===== config.mk =====
export PLATFORM = sky130hd
export DESIGN_NAME = ws2812b_pixel_feeder
export DESIGN_NICKNAME = d
export VERILOG_FILES = /design/src/rtl/ws2812b_pixel_feeder.sv
export SDC_FILE = /design/constraint.sdc
export NUM_CORES = 1
export LEC_CHECK = 0
export CORE_UTILIZATION = 40
export CTS_BUF_LIST = sky130_fd_sc_hd__clkbuf_16
export DETAILED_ROUTE_END_ITERATION = 12
export SLEW_MARGIN = 30
export SYNTH_ARGS = -nofsm -noshare
export SYNTH_HDL_FRONTEND = slang
export SYNTH_SLANG_ARGS = --single-unit

===== constraint.sdc =====
create_clock -name clk -period 10.07 [get_ports clk]
set_input_delay 2.014 -clock clk [delete_from_list [all_inputs] [get_ports clk]]
set_output_delay 2.014 -clock clk [all_outputs]
set_load 0.03 [all_outputs]

===== src/rtl/ws2812b_pixel_feeder.sv =====
// Assembles byte writes into 24-bit GRB pixels and buffers them in a show-ahead FIFO for the encoder.
// A fill engine repeats the current colour N+1 times; full FIFO stalls the fill and drops direct pushes.
module ws2812b_pixel_feeder #(
    parameter  int DEPTH = 8,
    localparam int LW    = $clog2(DEPTH + 1)
) (
    input  logic          clk,
    input  logic          rst,
    input  logic          wr_en,
    input  logic [1:0]    wr_addr,
    input  logic [7:0]    wr_data,
    input  logic          ovf_clr,
    output logic [23:0]   pix_data,
    output logic          pix_latch,
    output logic          pix_valid,
    input  logic          pix_ready,
    output logic          busy,
    output logic [LW-1:0] level,
    output logic          overflow
);

    localparam int AW = $clog2(DEPTH);

    typedef enum logic {
        S_IDLE,
        S_FILL
    } state_t;

    state_t          state_q, state_d;
    logic [6:0]      cnt_q, cnt_d;
    logic            fill_latch_q, fill_latch_d;
    logic [7:0]      r_q, r_d;
    logic [7:0]      g_q, g_d;
    logic [7:0]      b_q, b_d;
    logic            overflow_q, overflow_d;
    logic [AW-1:0]   wr_ptr_q, wr_ptr_d;
    logic [AW-1:0]   rd_ptr_q, rd_ptr_d;
    logic [LW-1:0]   level_q, level_d;

    // Entry layout: {G, R, B, latch}
    logic [24:0]     mem_q [DEPTH];
    logic [24:0]     head;

    logic            full;
    logic            push;
    logic            pop;
    logic            ovf_set;
    logic [24:0]     push_dat;

    always_comb begin
        state_d      = state_q;
        cnt_d        = cnt_q;
        fill_latch_d = fill_latch_q;
        r_d          = r_q;
        g_d          = g_q;
        b_d          = b_q;
        push         = 1'b0;
        push_dat     = '0;
        ovf_set      = 1'b0;

        full = (level_q == LW'(DEPTH));
        pop  = (level_q != '0) && pix_ready;

        case (state_q)
            S_IDLE: begin
                if (wr_en) begin
                    case (wr_addr)
                        2'd0: r_d = wr_data;
                        2'd1: g_d = wr_data;
                        2'd2: begin
                            b_d = wr_data;
                            if (!full) begin
                                push     = 1'b1;
                                push_dat = {g_q, r_q, wr_data, 1'b0};
                            end else begin
                                ovf_set = 1'b1;
                            end
                        end
                        default: begin
                            state_d      = S_FILL;
                            cnt_d        = wr_data[6:0];
                            fill_latch_d = wr_data[7];
                        end
                    endcase
                end
            end
            S_FILL: begin
                // Host writes are locked out while painting; flag the loss.
                if (wr_en) begin
                    ovf_set = 1'b1;
                end
                if (!full) begin
                    push     = 1'b1;
                    push_dat = {g_q, r_q, b_q, (cnt_q == 7'd0) && fill_latch_q};
                    if (cnt_q == 7'd0) begin
                        state_d = S_IDLE;
                    end else begin
                        cnt_d = cnt_q - 7'd1;
                    end
                end
            end
            default: state_d = S_IDLE;
        endcase

        if (ovf_set) begin
            overflow_d = 1'b1;
        end else if (ovf_clr) begin
            overflow_d = 1'b0;
        end else begin
            overflow_d = overflow_q;
        end

        wr_ptr_d = push ? wr_ptr_q + AW'(1) : wr_ptr_q;
        rd_ptr_d = pop  ? rd_ptr_q + AW'(1) : rd_ptr_q;

        case ({push, pop})
            2'b10:   level_d = level_q + LW'(1);
            2'b01:   level_d = level_q - LW'(1);
            default: level_d = level_q;
        endcase
    end

    always_ff @(posedge clk or posedge rst) begin
        if (rst) begin
            state_q      <= S_IDLE;
            cnt_q        <= '0;
            fill_latch_q <= 1'b0;
            r_q          <= '0;
            g_q          <= '0;
            b_q          <= '0;
            overflow_q   <= 1'b0;
            wr_ptr_q     <= '0;
            rd_ptr_q     <= '0;
            level_q      <= '0;
        end else begin
            state_q      <= state_d;
            cnt_q        <= cnt_d;
            fill_latch_q <= fill_latch_d;
            r_q          <= r_d;
            g_q          <= g_d;
            b_q          <= b_d;
            overflow_q   <= overflow_d;
            wr_ptr_q     <= wr_ptr_d;
            rd_ptr_q     <= rd_ptr_d;
            level_q      <= level_d;
        end
    end

    // Storage needs no reset: it is only observed through the level-gated head.
    always_ff @(posedge clk) begin
        if (push) begin
            mem_q[wr_ptr_q] <= push_dat;
        end
    end

    always_comb begin
        head      = (level_q != '0) ? mem_q[rd_ptr_q] : '0;
        pix_data  = head[24:1];
        pix_latch = head[0];
        pix_valid = (level_q != '0);
        busy      = (state_q == S_FILL);
        level     = level_q;
        overflow  = overflow_q;
    end

endmodule


Word level (Yosys, flattened, before mapping)
Memory sizes are Yosys's and may differ from the RTL's.
Index checks and enable logic that the tools add are counted.
Operators by class
  $add $sub $neg: 5
  eq/ne operators: 9
  mux-type cells: 30
  bitwise gates (word level): 2
  reduce and logical (&&, ||, !) cells: 13
Operator list (number)
  $mux 25: 5
  $pmux 25 s2: 1
  $mux 7: 4
  $mux 1: 15
  $pmux 7 s2: 1
  $reduce_and 3->1: 4
  $ne 2x2->1 const B: 4
  $pmux 4 s2: 1
  $logic_not 7->1: 1
  $sub 7x1->7 const B: 1
  $add 3x1->3 const B: 2
  $pmux 1 s2: 3
  $add 4x1->4 const B: 1
  $eq 2x1->1 const B: 2
  $eq 2x2->1 const B: 2
  $eq 4x4->1 const B: 1
  $reduce_and 4->1: 1
  $reduce_bool 2->1: 2
  $reduce_bool 4->1: 1
  $sub 4x1->4 const B: 1
  $reduce_or 3->1: 1
  $logic_and 1x1->1: 2
  $logic_not 2->1: 1
  $not 1->1: 2
Word-level totals
  flip-flop bits (word level): 44
  bits in writable memories: 200
  bits of input ports: 15
  output and inout bits: 32
  logic and storage cells: 70
  memories: 1
Memory list
  mem_q: depth 8, width 25, read ports 1, clocked after Yosys merged registers in 0, wr ports 1, line 41  | logic [24:0] mem_q [DEPTH];

Longest topological paths before layout
Gate-level depths: netlist of the first run.
  depth after elaboration: 7
  gate-level depth with buffers: 12
  depth with buffers taken out: 10

Least setup slack after synthesis of the first run
No wires, ideal clock.
  kind: input -> register
  from: input wr_addr[0]
  to: memory mem_q[0][0] (enable)
  setup time: 470 ps
  data arrival time: 5228 ps
  required time: 9600 ps
  setup slack: 4372 ps
  stages: 6
  path buffers: 2
  cells stage by stage: nand4bb_1 > clkbuf_1 > a21oi_1 > buf_2 > inv_2 > nor4_1
On the way
  cells in the longest elaborated chain, start to end: 6
RTL lines
  from (decl): line 10  | input logic [1:0] wr_addr,
  $eq 2x2->1: line 67  | case (wr_addr)
  $mux 1: line 67
  $mux 1: line 66  | if (wr_en) begin
  $pmux 1 s2: line 64  | case (state_q)
  $mux 1: line 151  | if (push) begin
  $mux 1 (implied by the code): line 152  | mem_q[wr_ptr_q] <= push_dat;
  to (decl): line 41
Every way passes these cells.

Worst setup path in the final report of the first run
  from: register rd_ptr_q[0]
  to: output pix_data[9]
On the way
  cells in the longest elaborated chain, start to end: 2
RTL lines
  from (decl): line 37  | logic [AW-1:0] rd_ptr_q, rd_ptr_d;
  from (signal assigned): line 144  | rd_ptr_q <= rd_ptr_d;
  $mem_v2 8x25
  $mux 25: line 157  | head = (level_q != '0) ? mem_q[rd_ptr_q] : '0;
  to (decl): line 13  | output logic [23:0] pix_data,
Every way passes these cells.

==> results of run 1 <==
[power groups by stage]
stage                     Combinational (mW)  Sequential (mW)  Clock [mW]
after detailed placement                1.70             1.75           0
final                                   1.66             1.72       0.830
after global routing                    1.81             1.76       0.886
after floorplan                         1.14             1.70           0
after global placement                  1.67             1.73           0
after CTS                               1.70             1.73       0.848
[worst max-delay path: cells and delay by family (launching register included)]
kind                   cells  cell delay, ps
buffers and inverters      2            1160
muxes                      2             840
DFF                        1             430
and+or+nand+nor            1              70
[routing by layer]
| layer | up-vias | track usage [%] |
|---|---|---|
| met5 | - | 0 |
| met4 | 0 | 4.37 |
| met3 | 23 | 2.11 |
| met2 | 146 | 27.8 |
| met1 | 2592 | 22.7 |
| li1 | 2256 | - |
[cell families (layout without fill, tap and decap cells)]
| logic type | after synthesis | in the layout | share of synthesized area [%] |
|---|---|---|---|
| DFF | 244 | 244 | 71.8 |
| and+or+nand+nor | 127 | 127 | 6.62 |
| muxes | 94 | 94 | 16.1 |
| buffers and inverters | 37 | 114 | 1.74 |
| AOI/OAI and AO/OA | 32 | 32 | 2.19 |
| xor gates and xnor gates | 9 | 9 | 0.796 |
| adders and majority gates | 6 | 6 | 0.758 |
[Yosys cell counts, types with 2 or more instances]
| cell | number |
|---|---|
| sky130_fd_sc_hd__a2bb2oi_1 | 2 |
| sky130_fd_sc_hd__buf_2 | 12 |
| sky130_fd_sc_hd__edfxtp_1 | 200 |
| sky130_fd_sc_hd__nor2_1 | 35 |
| sky130_fd_sc_hd__a21oi_1 | 12 |
| sky130_fd_sc_hd__nand2_1 | 46 |
| sky130_fd_sc_hd__mux2_2 | 2 |
| sky130_fd_sc_hd__buf_6 | 2 |
| sky130_fd_sc_hd__o22a_1 | 6 |
| sky130_fd_sc_hd__a31oi_1 | 3 |
| sky130_fd_sc_hd__inv_1 | 4 |
| sky130_fd_sc_hd__mux4_2 | 50 |
| sky130_fd_sc_hd__xnor2_1 | 5 |
| sky130_fd_sc_hd__mux2_1 | 15 |
| sky130_fd_sc_hd__ha_1 | 6 |
| sky130_fd_sc_hd__o21ai_0 | 3 |
| sky130_fd_sc_hd__xor2_1 | 4 |
| sky130_fd_sc_hd__mux2i_1 | 26 |
| sky130_fd_sc_hd__inv_2 | 3 |
| sky130_fd_sc_hd__dfrtp_1 | 44 |
| sky130_fd_sc_hd__and2_1 | 18 |
| sky130_fd_sc_hd__nor3_1 | 7 |
| sky130_fd_sc_hd__nor4b_4 | 2 |
| sky130_fd_sc_hd__nor4bb_1 | 2 |
| sky130_fd_sc_hd__nand3_1 | 3 |
| sky130_fd_sc_hd__clkbuf_1 | 14 |
| sky130_fd_sc_hd__nand2b_1 | 3 |
| sky130_fd_sc_hd__or3_1 | 2 |
[metrics by stage]
step | instances | hold slack [ps] | instance area, um2 | util [%] | power (mW)
after floorplan | 549 | 438 | 9900 | - | 2.84
after global placement | 907 | 459 | 10800 | 44.4 | 3.39
after detailed placement | 907 | 463 | 10800 | 44.4 | 3.44
after CTS | 950 | 479 | 11500 | 47.4 | 4.28
after global routing | 950 | 489 | 11500 | 47.4 | 4.45
final | 950 | 474 | 11500 | 47.4 | 4.22
[flip-flops by register name (all words and copies together), names as in the netlist]
signal,cells
fill_latch_q,1
wr_ptr_q,3
rd_ptr_q,3
b_q,8
busy,1
g_q,8
mem_q,200
overflow,1
r_q,8
cnt_q,7
level,4
[cell type report]
cell class / instances / area, um2 / share of cell area [%]
Clock buffer: 25 / 626 / 5.43
Sequential cell: 244 / 7110 / 61.7
Inverter: 7 / 26.3 / 0.228
Timing Repair Buffer: 64 / 599 / 5.20
Tap cell: 324 / 405 / 3.52
Clock inverter: 18 / 108 / 0.933
Multi-Input combinational cell: 268 / 2650 / 23.0
[worst max path at each step]
stage	start	end	slack [ps]	cells past startpoint
after CTS	rd_ptr_q[0]$_DFFE_PP0P_	pix_data[23]	4920	5
after floorplan	wr_addr[0]	mem_q[0][0]$_DFFE_PP_	4370	6
after global routing	rd_ptr_q[0]$_DFFE_PP0P_	pix_data[9]	4780	5
final	rd_ptr_q[0]$_DFFE_PP0P_	pix_data[9]	5000	5
after detailed placement	wr_addr[1]	mem_q[5][21]$_DFFE_PP_	4960	7
after global placement	wr_addr[0]	mem_q[5][21]$_DFFE_PP_	5070	7
==> summary.md, run 1 <==
| Metric | Value |
|---|---|
| Largest cells by area after synthesis | `sky130_fd_sc_hd__edfxtp_1, sky130_fd_sc_hd__mux4_2, sky130_fd_sc_hd__dfrtp_1, sky130_fd_sc_hd__mux2i_1, sky130_fd_sc_hd__nand2_1` |
| Lkg Pwr | `4.08 nW` |
| Fraction of power spent switching nets | `34.9%` |
| Antenna violations before repair | `0` |
| Level count of the clock H-tree | `1` |
| Starting DRC count in detailed routing | `447` |
| Cts hold-fix bufs | `0` |
| Vias in the first global route | `5433` |
| Cell type with the highest aggregate area in the netlist | `sky130_fd_sc_hd__edfxtp_1` |
| Site row count | `57` |
| Clock network power share | `19.7%` |
| Count of distinct cell types in the synthesized netlist | `46` |
| Fin worst setup slack | `5000 ps` |
| Switching power | `1.47 mW` |
| Commonest cells after routing, fill and taps aside | `sky130_fd_sc_hd__edfxtp_1, sky130_fd_sc_hd__mux4_2, sky130_fd_sc_hd__nand2_1, sky130_fd_sc_hd__clkdlybuf4s50_1, sky130_fd_sc_hd__dfrtp_1` |
| Remaining routing DRC violations | `0` |
| Finish-stage setup viols | `0` |
| Setup Crit Path Kind | `reg2out` |
| Worst Max-Slew Pin Slew | `939 ps` |
| End of the worst register-to-register path | `level[2]$_DFFE_PP0P_` |
| Number of enable-type register cells in the synthesized netlist | `200` |
| Maximum buffer depth of the clock tree | `3` |
| CP Launch Type | `flip-flop` |
| Filler Cell Count | `2043` |
| Hold Crit Class | `reg2reg` |
| Overall Global Routing Usage | `16.5%` |
| Skew final | `13.0 ps` |
| Top-level I/O count | `47` |
| Capturing element type of the critical path | `output pin` |
| Met3 wire length | `1010 um` |
| Pin count of the biggest net entering global routing | `53` |
| Slew headroom | `37.4%` |
| Slowest library cell on the worst path | `sky130_fd_sc_hd__clkdlybuf4s50_1` |
| Sum of negative setup slack | `0 ps` |
| Worst Hold Depth | `1` |
| Dominant synthesized flop cell | `sky130_fd_sc_hd__edfxtp_1` |
| Part of the total power dissipated in sequential elements | `40.9%` |
| Routed vias | `5017` |
| Number of cells on the worst reg-to-reg path | `11` |
| Synth Cell Area | `9900 um2` |
| Minimum period implied by the final worst setup slack | `5070 ps` |
| Antenna diode count | `0` |
| Clock Tree Root | `sky130_fd_sc_hd__clkbuf_16` |
| Number of buffer cells added on primary ports | `46` |
| Max-cap viol count | `0` |
| Data required time of the critical path | `8060 ps` |
| Met2 layer wire length in the routed design | `9980 um` |
| Highest Clock Rate | `0.197 GHz` |
| Routed met1 length | `8730 um` |
| Internal cell power | `2.75 mW` |
| Number of clock sinks | `244` |
| Fraction of post-synthesis cell area in the top cell type by area | `60.7%` |
| Peak VDD IR | `0.178 mV` |
| Delay of the slowest critical-path stage | `600 ps` |
| Clk slew on worst S/H paths | `60 ps` |
| Number of warning messages in the yosys log | `0` |
| Most common library cell in the layout ignoring fill and taps | `sky130_fd_sc_hd__edfxtp_1` |
| Run status | `finished, final reports clean` |
| TritonCTS Buffers | `25` |
| Global-route wire length before repair | `32000 um` |
| Async set or reset register ratio after synthesis | `18.0%` |
| Area added between synthesis and finish | `16.5%` |
| Hpwl dp | `12400 um` |
| Ratio of cells with drive above 1 in the final layout | `19.5%` |
| Clock latency on the worst-skew pair | `510 ps` |
| CORE AREA | `24300 um2` |
| Width of the die | `159 um` |
| Tcrit/Tclk final | `50.3%` |
| Fin. Hold Viols | `0` |
| Number of gates resized after cts | `0` |
| Final net count | `631` |
| Average cell area after synthesis | `18.0 um2` |
| Hold_sp | `r_q[2]$_DFFE_PP0P_` |
| DR WL/cell | `21.1 um` |
| Biggest fanout along the worst timing path | `50` |
| Number of synthesized register bits | `244` |
| Combinational fraction of design power | `39.4%` |
| Net Count, Synth | `570` |
| Max-slew violation total from the final report | `0` |
| Starting density of the core | `40.7%` |
| Routed wire length | `20000 um` |
| Placer's final routability congestion estimate | `0.880` |
| Full die area | `25400 um2` |
| Antenna Nets Post-Route | `0` |
| Total overflow reported by the global router | `0` |
| Unrepaired setup endpoints after global routing | `false` |
| Initial DRT Pass Iterations | `4` |
| Instance count of the mapped netlist | `549` |
| Flop-to-flop setup slack | `6830 ps` |
| Clock tree from TritonCTS | `done` |
| Pwr per Cell Area | `366 nW/um2` |
| Pre-CTS WS | `4960 ps` |
| Worst flop-to-flop path startpoint | `level[0]$_DFFE_PP0P_` |
| Total setup buffers inserted after CTS | `0` |
| Data arrival time of the critical path | `3050 ps` |
| Highest metal used | `met4` |
| Sink of the worst hold path | `r_q[2]$_DFFE_PP0P_` |
| Drt via density | `5.28` |
| Critical path cell sequence | `buf_6 -> mux4_2 -> mux2i_1 -> nor2_1 -> clkdlybuf4s50_1` |
| Die height | `159 um` |
| Sequential cell area fraction in the yosys report | `71.8%` |
Power figures use the tool's default switching activity.
==> run 2, diff against run 1 <==
==> constraint.sdc (replaced) <==
create_clock -name clk -period 4.95 [get_ports clk]
set_input_delay 0.99 -clock clk [delete_from_list [all_inputs] [get_ports clk]]
set_output_delay 0.99 -clock clk [all_outputs]
set_load 0.03 [all_outputs]
==> run 2 against run 1 <==
Clock skew grew 1.6 ps; flip-flop and latch count unchanged; die area unchanged; critical path depth is the same; utilization up 0.26 points; cell area rose by 0.54%.
==> summary.md, run 2 (synthesis results as in run 1) <==
| Metric | Value |
|---|---|
| Sum of negative setup slack | `0 ps (unchanged)` |
| Area added between synthesis and finish | `17.1%` |
| Pin count of the biggest net entering global routing | `45 (-15%)` |
| Hold Worst Slack | `473 ps (-1.07 ps)` |
| Number of clock sinks | `244 (unchanged)` |
| Total setup buffers inserted after CTS | `0 (unchanged)` |
| Pwr per Cell Area | `742 nW/um2 (+100%)` |
| Antenna Nets Post-Route | `0 (unchanged)` |
| Full die area | `25400 um2 (unchanged)` |
| Antenna diode count | `0 (unchanged)` |
| Peak VDD IR | `0.329 mV (+85%)` |
| Die height | `159 um (unchanged)` |
| Clock Tree Root | `sky130_fd_sc_hd__clkbuf_16` |
| Worst flop-to-flop path startpoint | `busy$_DFF_PP0_` |
| Site row count | `57 (unchanged)` |
| Number of flip-flops in the largest register | `200 (unchanged)` |
| Register containing the most flip-flops in the final layout | `mem_q` |
| Data arrival time of the critical path | `3050 ps (about the same)` |
| Maximum buffer depth of the clock tree | `3 (unchanged)` |
| Fraction of power spent switching nets | `35.1% (+0.26 points)` |
| Skew final | `14.6 ps (+1.56 ps)` |
| Starting DRC count in detailed routing | `279 (-38%)` |
| Run status | `finished, final reports clean` |
| Most common library cell in the layout ignoring fill and taps | `sky130_fd_sc_hd__edfxtp_1` |
| Capturing element type of the critical path | `output pin` |
| Slew headroom | `37.9% (+0.48 points)` |
| Switching power | `3.02 mW (+110%)` |
| Hpwl dp | `13200 um (+6.3%)` |
| Clk slew on worst S/H paths | `60 ps (about the same)` |
| Max-slew violation total from the final report | `0 (unchanged)` |
| Initial DRT Pass Iterations | `5 (+1)` |
| Vias in the first global route | `5396 (-0.68%)` |
| End of the worst register-to-register path | `level[2]$_DFFE_PP0P_` |
| Worst Hold Depth | `1 (unchanged)` |
| Level count of the clock H-tree | `1 (unchanged)` |
| Ratio of cells with drive above 1 in the final layout | `20.0% (+0.51 points)` |
| Cts hold-fix bufs | `0 (unchanged)` |
| Tcrit/Tclk final | `81.6%` |
| Area of the multi-input gates | `2650 um2 (unchanged)` |
| Clock network power share | `19.0% (-0.7 points)` |
| Internal cell power | `5.57 mW (+100%)` |
| TritonCTS Buffers | `25 (unchanged)` |
| Hold_sp | `g_q[6]$_DFFE_PP0P_` |
| Routed wire length | `20400 um (+2.0%)` |
| Sink of the worst hold path | `g_q[6]$_DFFE_PP0P_` |
| Final net count | `639 (+1.3%)` |
| Worst Max-Slew Pin Slew | `925 ps (-14.1 ps)` |
| Setup Crit Path Kind | `reg2out` |
| Routed vias | `5119 (+2.0%)` |
| Hold Crit Class | `reg2reg` |
| Max-cap viol count | `0 (unchanged)` |
| Unrepaired setup endpoints after global routing | `false` |
| Lkg Pwr | `4.13 nW (+1.2%)` |
| Fin. Hold Viols | `0 (unchanged)` |
| Minimum period implied by the final worst setup slack | `4040 ps` |
| Placer's final routability congestion estimate | `0.835 (-5.1%)` |
| Flop-to-flop setup slack | `1680 ps (-5150 ps)` |
| CP Launch Type | `flip-flop` |
| Combinational fraction of design power | `38.5% (-0.9 points)` |
| Number of cells on the worst reg-to-reg path | `10 (-1)` |
| Remaining routing DRC violations | `0 (unchanged)` |
| Clock tree from TritonCTS | `done` |
| Data required time of the critical path | `3960 ps (-4100 ps)` |
| Total overflow reported by the global router | `0 (unchanged)` |
| Biggest fanout along the worst timing path | `27 (-46%)` |
| Commonest cells after routing, fill and taps aside | `sky130_fd_sc_hd__edfxtp_1, sky130_fd_sc_hd__mux4_2, sky130_fd_sc_hd__nand2_1, sky130_fd_sc_hd__clkdlybuf4s50_1, sky130_fd_sc_hd__dfrtp_1` |
| CORE AREA | `24300 um2 (unchanged)` |
| Finish-stage setup viols | `0 (unchanged)` |
| Top-level I/O count | `47 (unchanged)` |
| Clock latency on the worst-skew pair | `510 ps (about the same)` |
| Antenna violations before repair | `0 (unchanged)` |
| Width of the die | `159 um (unchanged)` |
| Part of the total power dissipated in sequential elements | `42.5% (+1.6 points)` |
| Reg area | `7110 um2 (about the same)` |
| Global-route wire length before repair | `32300 um (+0.91%)` |
| Overall Global Routing Usage | `16.5% (+0.059 points)` |
| DR WL/cell | `21.3 um (+1.0%)` |
| Starting density of the core | `40.7% (unchanged)` |
| Filler Cell Count | `2014 (-1.4%)` |
| Number of buffer cells added on primary ports | `46 (unchanged)` |
| Highest Clock Rate | `0.247 GHz` |
| Overall power of the completed layout | `8.60 mW (+100%)` |
| Number of gates resized after cts | `0 (unchanged)` |
| Drt via density | `5.34 (+1.1%)` |
[run 2: cell types whose count changed in the layout (fill, tap and decap cells not counted)]
| cell | delta |
|---|---|
| sky130_fd_sc_hd__buf_4 | +7 |
| sky130_fd_sc_hd__clkinv_2 | -5 |
| sky130_fd_sc_hd__inv_1 | +4 |
| sky130_fd_sc_hd__buf_12 | +2 |
| sky130_fd_sc_hd__clkinv_1 | +2 |
| sky130_fd_sc_hd__clkinvlp_4 | -2 |
| sky130_fd_sc_hd__dfrtp_1 | -2 |
| sky130_fd_sc_hd__dfrtp_2 | +2 |
| sky130_fd_sc_hd__inv_6 | +2 |
| sky130_fd_sc_hd__buf_6 | -1 |
| sky130_fd_sc_hd__bufinv_16 | -1 |
| sky130_fd_sc_hd__clkinv_4 | +1 |
[run 2: how the worst max path moves through the flow]
| stage | start | depth (start not counted) | end |
|---|---|---|---|
| 6_report | rd_ptr_q[0]$_DFFE_PP0P_ | 5 | pix_data[19] |
| 4_1_cts | rd_ptr_q[0]$_DFFE_PP0P_ | 5 | pix_data[19] |
| 5_1_grt | rd_ptr_q[0]$_DFFE_PP0P_ | 5 | pix_data[19] |
| 2_1_floorplan | wr_addr[0] | 6 | mem_q[0][0]$_DFFE_PP_ |
| 3_3_place_gp | wr_addr[0] | 11 | level[2]$_DFFE_PP0P_ |
| 3_5_place_dp | wr_addr[0] | 11 | level[2]$_DFFE_PP0P_ |
[run 2: routing by layer]
layer	vias to the layer above	part of all wire [%]	wire length (um)	GRT usage [%]
li1	2271	-	-	-
met1	2675	46	9450	24.0
met2	150	47	9640	26.6
met3	23	5.0	1030	2.34
met4	0	1.4	291	3.76
met5	-	0	0	0
[run 2: layout make-up]
| class | instances | area share, % |
|---|---|---|
| clock buffers | 25 | 5.40 |
| clock inverters | 19 | 0.745 |
| inverters | 7 | 0.227 |
| multi-input cells | 268 | 22.9 |
| flip-flops and latches | 244 | 61.4 |
| well taps | 324 | 3.50 |
| repair buffers | 72 | 5.87 |
[run 2: power by group through the flow]
stage / clock network (mW) / logic (mW) / registers [mW]
global placement: 0 / 3.30 / 3.67
global route: 1.76 / 3.56 / 3.74
CTS: 1.67 / 3.37 / 3.67
finish: 1.63 / 3.31 / 3.66
floorplan: 0 / 2.31 / 3.47
detailed placement: 0 / 3.36 / 3.71
[run 2: metrics by stage]
step / std cells / util, % / setup slack, ps / area, um2
3_3_place_gp: 915 / 44.7 / 899 / 10900
6_report: 959 / 47.7 / 909 / 11600
2_1_floorplan: 549 / - / 276 / 9900
3_5_place_dp: 915 / 44.7 / 852 / 10900
5_1_grt: 959 / 47.7 / 712 / 11600
4_1_cts: 959 / 47.7 / 788 / 11600
[run 2: worst max-delay path, stage by stage (launching register included)]
cell and delay (ps):
sky130_fd_sc_hd__dfrtp_4 790, sky130_fd_sc_hd__buf_4 360, sky130_fd_sc_hd__mux4_2 520, sky130_fd_sc_hd__mux2i_1 200
sky130_fd_sc_hd__nor2_1 60, sky130_fd_sc_hd__clkdlybuf4s50_1 590
==> run 3, diff against run 2 <==
==> constraint.sdc (replaced) <==
create_clock -name clk -period 3.9 [get_ports clk]
set_input_delay 0.78 -clock clk [delete_from_list [all_inputs] [get_ports clk]]
set_output_delay 0.78 -clock clk [all_outputs]
set_load 0.03 [all_outputs]
==> run 3 against run 2 <==
First-iteration DRC count rose by 14%; setup slack got worse by 630 ps; clock-buffer cell count did not move; critical endpoint is now pix_data[9].
==> summary.md, run 3 (synthesis results as in run 1) <==
| Metric | Value |
|---|---|
| Overall Global Routing Usage | `15.9% (-0.61 points)` |
| Finish-stage setup viols | `0 (unchanged)` |
| Antenna diode count | `0 (unchanged)` |
| Routed wire length | `19600 um (-4.0%)` |
| Maximum buffer depth of the clock tree | `3 (unchanged)` |
| Cts hold-fix bufs | `0 (unchanged)` |
| Clock latency on the worst-skew pair | `510 ps (about the same)` |
| Starting density of the core | `40.7% (unchanged)` |
| Filler Cell Count | `1993 (-1.0%)` |
| Antenna Nets Post-Route | `0 (unchanged)` |
| Hpwl dp | `12300 um (-6.4%)` |
| Minimum period implied by the final worst setup slack | `3620 ps` |
| Clk slew on worst S/H paths | `60 ps (about the same)` |
| Data arrival time of the critical path | `2840 ps (-210 ps)` |
| Ratio of cells with drive above 1 in the final layout | `21.2% (+1.2 points)` |
| Total setup buffers inserted after CTS | `0 (unchanged)` |
| CP Buf/Inv Count | `2 (unchanged)` |
| Sum of negative setup slack | `0 ps (unchanged)` |
| Number of buffer cells added on primary ports | `46 (unchanged)` |
| Met2 Resource Use GR | `27.2% (+0.66 points)` |
| Internal cell power | `7.24 mW (+30%)` |
| Cell class contributing the biggest share of worst-path delay | `buffers and inverters` |
| Pin count of the biggest net entering global routing | `31 (-31%)` |
| Global-route wire length before repair | `30800 um (-4.5%)` |
| Capturing element type of the critical path | `output pin` |
| Commonest cells after routing, fill and taps aside | `sky130_fd_sc_hd__edfxtp_1, sky130_fd_sc_hd__mux4_2, sky130_fd_sc_hd__nand2_1, sky130_fd_sc_hd__clkdlybuf4s50_1, sky130_fd_sc_hd__dfrtp_1` |
| Switching power | `3.80 mW (+26%)` |
| Most Crowded Layer GR | `met2` |
| Hold Worst Slack | `470 ps (-3.42 ps)` |
| Drt via density | `5.19 (-2.7%)` |
| Pwr per Cell Area | `945 nW/um2 (+27%)` |
| Max-slew violation total from the final report | `0 (unchanged)` |
| Hold Crit Class | `reg2reg` |
| Clock network power share | `19.8% (+0.8 points)` |
| Highest Clock Rate | `0.276 GHz` |
| Fraction of power spent switching nets | `34.4% (-0.72 points)` |
| Data required time of the critical path | `3120 ps (-840 ps)` |
| Unrepaired setup endpoints after global routing | `false` |
| TritonCTS Buffers | `24 (-4.0%)` |
| Delay of the slowest critical-path stage | `840 ps (+50 ps)` |
| Site row count | `57 (unchanged)` |
| Peak VDD IR | `0.478 mV (+45%)` |
| Width of the die | `159 um (unchanged)` |
| Routed vias | `4994 (-2.4%)` |
| DR WL/cell | `20.4 um (-4.3%)` |
| Antenna violations before repair | `0 (unchanged)` |
| Critical path depth | `5 (unchanged)` |
| Met1 track demand over resource in global routing | `21.2% (-2.8 points)` |
| Final net count | `642 (+0.47%)` |
| Top-level I/O count | `47 (unchanged)` |
| Setup Crit Path Kind | `reg2out` |
| Critical path cell sequence | `buf_12 -> mux4_2 -> mux2i_1 -> nor2_1 -> clkdlybuf4s50_1` |
| Register containing the most flip-flops in the final layout | `mem_q` |
| Area of the multi-input gates | `2660 um2 (+0.33%)` |
| Clock tree from TritonCTS | `done` |
| Combinational fraction of design power | `38.8% (+0.3 points)` |
| Vias in the first global route | `5288 (-2.0%)` |
| Number of clock sinks | `244 (unchanged)` |
| CP Launch Type | `flip-flop` |
| Total overflow reported by the global router | `0 (unchanged)` |
| Lkg Pwr | `4.15 nW (+0.67%)` |
| Most common library cell in the layout ignoring fill and taps | `sky130_fd_sc_hd__edfxtp_1` |
| Fin. Hold Viols | `0 (unchanged)` |
| Die height | `159 um (unchanged)` |
| Part of the total power dissipated in sequential elements | `41.4% (-1.1 points)` |
| Biggest fanout along the worst timing path | `27 (unchanged)` |
| Area added between synthesis and finish | `17.9%` |
| Full die area | `25400 um2 (unchanged)` |
| Initial DRT Pass Iterations | `4 (-1)` |
| Tcrit/Tclk final | `92.8%` |
| Skew final | `12.5 ps (-2.05 ps)` |
| Clock Tree Root | `sky130_fd_sc_hd__clkbuf_16` |
| Max-cap viol count | `0 (unchanged)` |
| Reg area | `7110 um2 (about the same)` |
| Number of gates resized after cts | `0 (unchanged)` |
| Placer's final routability congestion estimate | `0.786 (-5.9%)` |
| Worst Hold Depth | `1 (unchanged)` |
| CORE AREA | `24300 um2 (unchanged)` |
| Slowest library cell on the worst path | `sky130_fd_sc_hd__dfrtp_2` |
| Number of cells on the worst reg-to-reg path | `11 (+1)` |
| Remaining routing DRC violations | `0 (unchanged)` |
| Level count of the clock H-tree | `1 (unchanged)` |
| Worst Max-Slew Pin Slew | `752 ps (-173 ps)` |
| Number of flip-flops in the largest register | `200 (unchanged)` |
| Global routing met3 resource utilization | `2.27% (-0.078 points)` |
| Run status | `finished, final reports clean` |
| Slew headroom | `49.9% (+12 points)` |
| Starting DRC count in detailed routing | `318 (+14%)` |
run 3: power groups by stage:
stage	clock network, mW	logic [mW]	registers [mW]
6_report	2.19	4.28	4.57
5_1_grt	2.33	4.61	4.67
4_1_cts	2.23	4.28	4.62
3_5_place_dp	0	4.27	4.67
3_3_place_gp	0	4.19	4.63
2_1_floorplan	0	2.94	4.40
run 3: final cells by class:
| cell class | count | share of cell area, % |
|---|---|---|
| well taps | 324 | 3.47 |
| repair buffers | 76 | 6.09 |
| multi-input cells | 268 | 22.8 |
| inverters | 7 | 0.225 |
| clock buffers | 25 | 5.36 |
| clock inverters | 18 | 1.11 |
| flip-flops and latches | 244 | 60.9 |
run 3: worst register-to-register path, stage by stage (launching register included):
cell,delay (ps)
sky130_fd_sc_hd__dfrtp_1,510
sky130_fd_sc_hd__nor4_4,400
sky130_fd_sc_hd__buf_4,320
sky130_fd_sc_hd__inv_2,90
sky130_fd_sc_hd__and2_1,260
sky130_fd_sc_hd__ha_1,300
sky130_fd_sc_hd__xor2_1,170
sky130_fd_sc_hd__ha_1,200
sky130_fd_sc_hd__a21oi_1,180
sky130_fd_sc_hd__xor2_1,180
sky130_fd_sc_hd__nor2_1,70
sky130_fd_sc_hd__xor2_1,140
run 3: path summary, 6_finish.rpt:
kind                            slack (ps)               startpoint                       to
worst max-delay path                   280  rd_ptr_q[1]$_DFFE_PP0P_              pix_data[9]
worst min-delay path                   470  rd_ptr_q[2]$_DFFE_PP0P_  rd_ptr_q[2]$_DFFE_PP0P_
worst max register to register         960     level[0]$_DFFE_PP0P_     level[2]$_DFFE_PP0P_
worst min register to register         470  rd_ptr_q[2]$_DFFE_PP0P_  rd_ptr_q[2]$_DFFE_PP0P_
max in group asynchronous             2540                      rst  rd_ptr_q[0]$_DFFE_PP0P_
min in group asynchronous              580                      rst     overflow$_DFFE_PP0P_
run 3: stage by stage:
| stage | total power [mW] | instances | setup slack, ps | area, um2 | utilization, % |
|---|---|---|---|---|---|
| after CTS | 11.1 | 961 | 49.8 | 11700 | 47.9 |
| after floorplan | 7.34 | 549 | 101 | 9900 | - |
| after detailed placement | 8.94 | 918 | 554 | 10900 | 44.8 |
| after global placement | 8.82 | 918 | 619 | 10900 | 44.8 |
| after global routing | 11.6 | 962 | 135 | 11700 | 48.0 |
| final | 11.0 | 962 | 282 | 11700 | 48.0 |
run 3: routing by layer:
layer,routed length [um],vias to the layer above
met5,0,-
met2,9750,115
met1,8490,2558
li1,-,2288
met4,444,0
met3,921,33
==> patch 1, RTL diff (settings of run 2) <==
Register the output `overflow`, cleared by the reset; this adds one clock of latency there. The other outputs are not delayed to match.
--- a/src/rtl/ws2812b_pixel_feeder.sv
+++ b/src/rtl/ws2812b_pixel_feeder.sv
@@ -26,4 +26,6 @@
         S_FILL
     } state_t;
+
+    logic overflow_c;
 
     state_t          state_q, state_d;
@@ -161,5 +163,13 @@
         busy      = (state_q == S_FILL);
         level     = level_q;
-        overflow  = overflow_q;
+        overflow_c = overflow_q;
+    end
+
+    always_ff @(posedge clk or posedge rst) begin
+        if (rst) begin
+            overflow <= '0;
+        end else begin
+            overflow <= overflow_c;
+        end
     end
 
Check against the original RTL: not equivalent (Yosys sat finds a counterexample within 4 cycles, from zero or initial values and one cycle with rst high).
==> patch 1 against run 2 <==
Synthesized cell count is 0.18% higher. Hold slack worse by 0.070 ns. Die area is 0.25% higher. Total power is 0.52% lower. Setup slack worse by 0.059 ns. Largest power group unchanged. Maximum frequency is 1.4% lower. Routed wire length is 5.5% lower. Sequential cell count is 1 higher. Cell area hardly changed. Critical endpoint is now pix_data[22]. Synthesized area is 0.25% higher. Critical path depth stayed put.
==> patch 1: results (changes against run 2) <==
Clock network
  – H-tree depth: 1 (unchanged)
  – Clock tree buffer depth: 3 (unchanged)
  – CTS root buf: clkbuf_16 (unchanged)
  – Post-CTS Setup Bufs: 0 (unchanged)
  – Clock Latency Late Sink: 0.50 ns
  – Num CTS Buffers: 24 (was 25)
  – Clock slew at reported path FFs: 0.06 ns (about the same)

Synthesis
  – Syn nets: 571 (was 570)
  – Yosys Warn Count: 0 (unchanged)
  – Post-synthesis sequential area ratio: 0.719 (was 0.718)
  – Synth top area cells: edfxtp_1, dfrtp_1, mux4_2, mux2i_1, nand2_1 (was edfxtp_1, mux4_2, dfrtp_1, mux2i_1, nand2_1)
  – Async SR Flop Fraction: 0.184 (was 0.180)
  – Unique cell type count in the Yosys netlist: 46 (unchanged)
  – Syn_area_per_cell: 18.0 sq um (about the same)
  – Post-synth top cells: edfxtp_1, mux4_2, nand2_1, dfrtp_1, nor2_1 (unchanged)

Global route
  – Tot GR Track Use: 0.157 (was 0.165)
  – Largest net degree at the start of global routing: 46 (was 45)
  – Number of global-route vias before repair: 5,121 (was 5,396)
  – First-pass GRT wire length: 30,500 um (was 32,300 um)
  – Antenna violations before repair: 0 (unchanged)

Final layout
  – Largest register FFs: 200 (unchanged)
  – Non-filler cells, final: 956 (was 959)
  – Layout cells sized above 1: 0.196 (was 0.200)
  – NumNets Final: 636 (was 639)
  – Fillers: 1,999 (was 2,014)

Detailed routing
  – Total number of vias: 4,958 (was 5,119)
  – Overall routed net length: 19,300 um (was 20,400 um)
  – Pre-antenna DRT Iters: 4 (was 5)
  – Initial DRC Count: 418 (was 279)

Setup path
  – Top delay family on crit path: buffers and inverters (unchanged)
  – Worst EP arrival: 3.11 ns (was 3.05 ns)
  – CP max stage cell: dfrtp_4 (unchanged)
  – Critical-path maximum fanout: 31 (was 27)
  – CP peak stage delay: 0.84 ns (was 0.79 ns)

Pwr
  – Switch Pwr: 2.94 mW (was 3.02 mW)
  – Static Leak: 4.11 nW (was 4.13 nW)
  – Worst VDD drop: 349 uV (was 329 uV)

Run status
  – Run status: finished, final reports clean (unchanged)

Placement
  – Final GP Congestion: 0.772 (was 0.835)
  – Port Buf Inserts: 46 (unchanged)
  – Detailed placement HPWL: 11,600 um (was 13,200 um)
  – Placed insts: 913 (was 915)

Timing
  – Max_slew headroom: 0.355 (was 0.379)
  – Worst Clk Skew: 0.00953 ns (was 0.0146 ns)

Min path
  – HP Class: reg2reg (unchanged)
patch 1: changes by cell type after synthesis, sizes merged:
cell / before / now
dfrtp: 44 / 45
patch 1: metal layers:
layer / share of wire / up-vias / track usage
li1: - / 2264 / -
met1: 0.45 / 2567 / 0.221
met2: 0.50 / 109 / 0.260
met3: 0.042 / 18 / 0.0229
met4: 0.011 / 0 / 0.0354
met5: 0 / - / 0
patch 1: metrics by stage:
step / total power, mW / setup WS [ns] / area, sq um
after floorplan: 5.79 / 0.276 / 9920
after global placement: 6.90 / 1.06 / 10900
after detailed placement: 7.00 / 0.974 / 10900
after CTS: 8.69 / 0.748 / 11600
after global routing: 9.05 / 0.618 / 11600
final: 8.55 / 0.851 / 11600
patch 1: path summary, 6_finish.rpt:
kind | startpoint | to | slack, ns | depth (start not counted)
max | rd_ptr_q[0] | pix_data[22] | 0.85 | 5
min | overflow_c | overflow | 0.40 | 0
max reg2reg | level[0] | level[2] | 2.08 | 11
min reg2reg | overflow_c | overflow | 0.40 | 0
max in group asynchronous | rst | rd_ptr_q[0] | 3.47 | 2
min in group asynchronous | rst | level[1] | 0.94 | 2
patch 1: final cells by class:
type,count,area share
flip-flops and latches,245,0.616
well taps,324,0.0350
repair buffers,69,0.0547
multi-input cells,268,0.229
clock inverters,18,0.00886
clock buffers,25,0.0540
inverters,7,0.00238
patch 1: cells by family after synthesis:
group | Yosys count | synth area share
compound gates | 32 | 0.0218
mux | 94 | 0.161
simple gates | 127 | 0.0661
flops | 245 | 0.719
fa+ha+maj | 6 | 0.00757
xor+xnor | 9 | 0.00794
buf+inv | 37 | 0.0174
patch 1: power by group through the flow:
stage,combinational (mW),sequential (mW),clock (mW)
floorplan,2.31,3.48,0
finish,3.23,3.66,1.66
detailed placement,3.29,3.71,0
global placement,3.23,3.67,0
CTS,3.31,3.67,1.70
global route,3.51,3.75,1.80
==> patch 2, RTL diff (config.mk and constraints of run 2) <==
Without the edit above. The parameter `DEPTH` goes from 8 to 4.
--- a/src/rtl/ws2812b_pixel_feeder.sv
+++ b/src/rtl/ws2812b_pixel_feeder.sv
@@ -2,5 +2,5 @@
 // A fill engine repeats the current colour N+1 times; full FIFO stalls the fill and drops direct pushes.
 module ws2812b_pixel_feeder #(
-    parameter  int DEPTH = 8,
+    parameter  int DEPTH = 4,
     localparam int LW    = $clog2(DEPTH + 1)
 ) (
Interface: changed (resized level); port bits go from 47 to 46. The function was not compared with the original's and may differ.
==> patch 2 against run 2 <==
Routed wire length fell by 46%. Total power fell by 34%. Sequential cell count fell by 103. Via count fell by 39%. Synthesized area fell by 40%. Setup slack improved by 0.47 ns. Final cell count fell by 38%. Cell area fell by 39%. Die area fell by 40%. Count of clock-buffer cells in the layout fell by 8. Combinational power fell by 29%. Non-clock buffer count fell by 19. Highest routed layer unchanged.
==> patch 2: results (changes against run 2) <==
Pwr
  – Seq pwr: 2.25 mW (was 3.66 mW)
  – Worst VDD drop: 392 uV (was 329 uV)

Clock network
  – Clock Latency Late Sink: 0.42 ns (was 0.51 ns)

Synthesis
  – Syn_area_per_cell: 17.2 sq um (was 18.0 sq um)
  – Post-synthesis sequential area ratio: 0.678 (was 0.718)
  – Flops & latches, synth: 141 (was 244)
  – Synth top area cells: edfxtp_1, dfrtp_1, mux4_2, and2_1, mux2_2 (was edfxtp_1, mux4_2, dfrtp_1, mux2i_1, nand2_1)
  – Post-synth top cells: edfxtp_1, and2_1, dfrtp_1, mux2_2, mux4_2 (was edfxtp_1, mux4_2, nand2_1, dfrtp_1, nor2_1)

Final layout
  – Buffering overhead: 0.0717 (was 0.0587)
  – Fillers: 1,266 (was 2,014)
  – Non-clock inverters: 12 (was 7)

Global route
  – First-pass GRT wire length: 17,600 um (was 32,300 um)
  – Met3 Use GR: 0.0412 (was 0.0234)

Timing
  – Hold WS: 0.483 ns (was 0.473 ns)

Setup path
  – Top delay family on crit path: flip-flops (was buffers and inverters)
  – Internal reg-to-reg setup slack: 2.08 ns (was 1.68 ns)

Detailed routing
  – Via density: 5.21 (was 5.34)
  – Initial DRC Count: 157 (was 279)
  – Met2 WL post-DR: 5260 um (was 9640 um)
  – Routed wire per std cell: 18.3 um (was 21.3 um)

Placement
  – Detailed placement HPWL: 7120 um (was 13,200 um)
  – Final GP Congestion: 0.790 (was 0.835)
  – Placed Area: 6600 sq um (was 10,900 sq um)

Run status
  – Run status: finished, final reports clean (unchanged)

Min path
  – Hold path endpoint: rd_ptr_q[1] (was g_q[6])
-- patch 2: changes by cell type after synthesis, moves of 5 or more --
cell	run 2	this run
buf_2	12	7
nor2_1	35	8
and2_1	18	49
a22o_1	0	8
nor3_1	7	2
a21oi_1	12	2
mux2_1	15	0
edfxtp_1	200	100
mux4_2	50	25
nand2_1	46	5
mux2_2	2	25
mux2i_1	26	4
clkbuf_1	14	8
inv_1	4	12
-- patch 2: metrics by stage --
stage	setup WS, ns	power, mW
floorplan	2.09	3.83
global placement	1.44	4.61
detailed placement	1.38	4.67
CTS	1.28	5.79
global route	1.23	6.04
finish	1.38	5.70
-- patch 2: cells by family (layout without fill, tap and decap cells) --
kind of cell | count (synthesis) | in the layout | synth area share
compound gates | 30 | 30 | 0.0415
fa+ha+maj | 8 | 8 | 0.0181
simple gates | 77 | 77 | 0.0819
buf+inv | 30 | 97 | 0.0229
flops | 141 | 141 | 0.678
mux | 54 | 54 | 0.149
xor+xnor | 6 | 6 | 0.00884
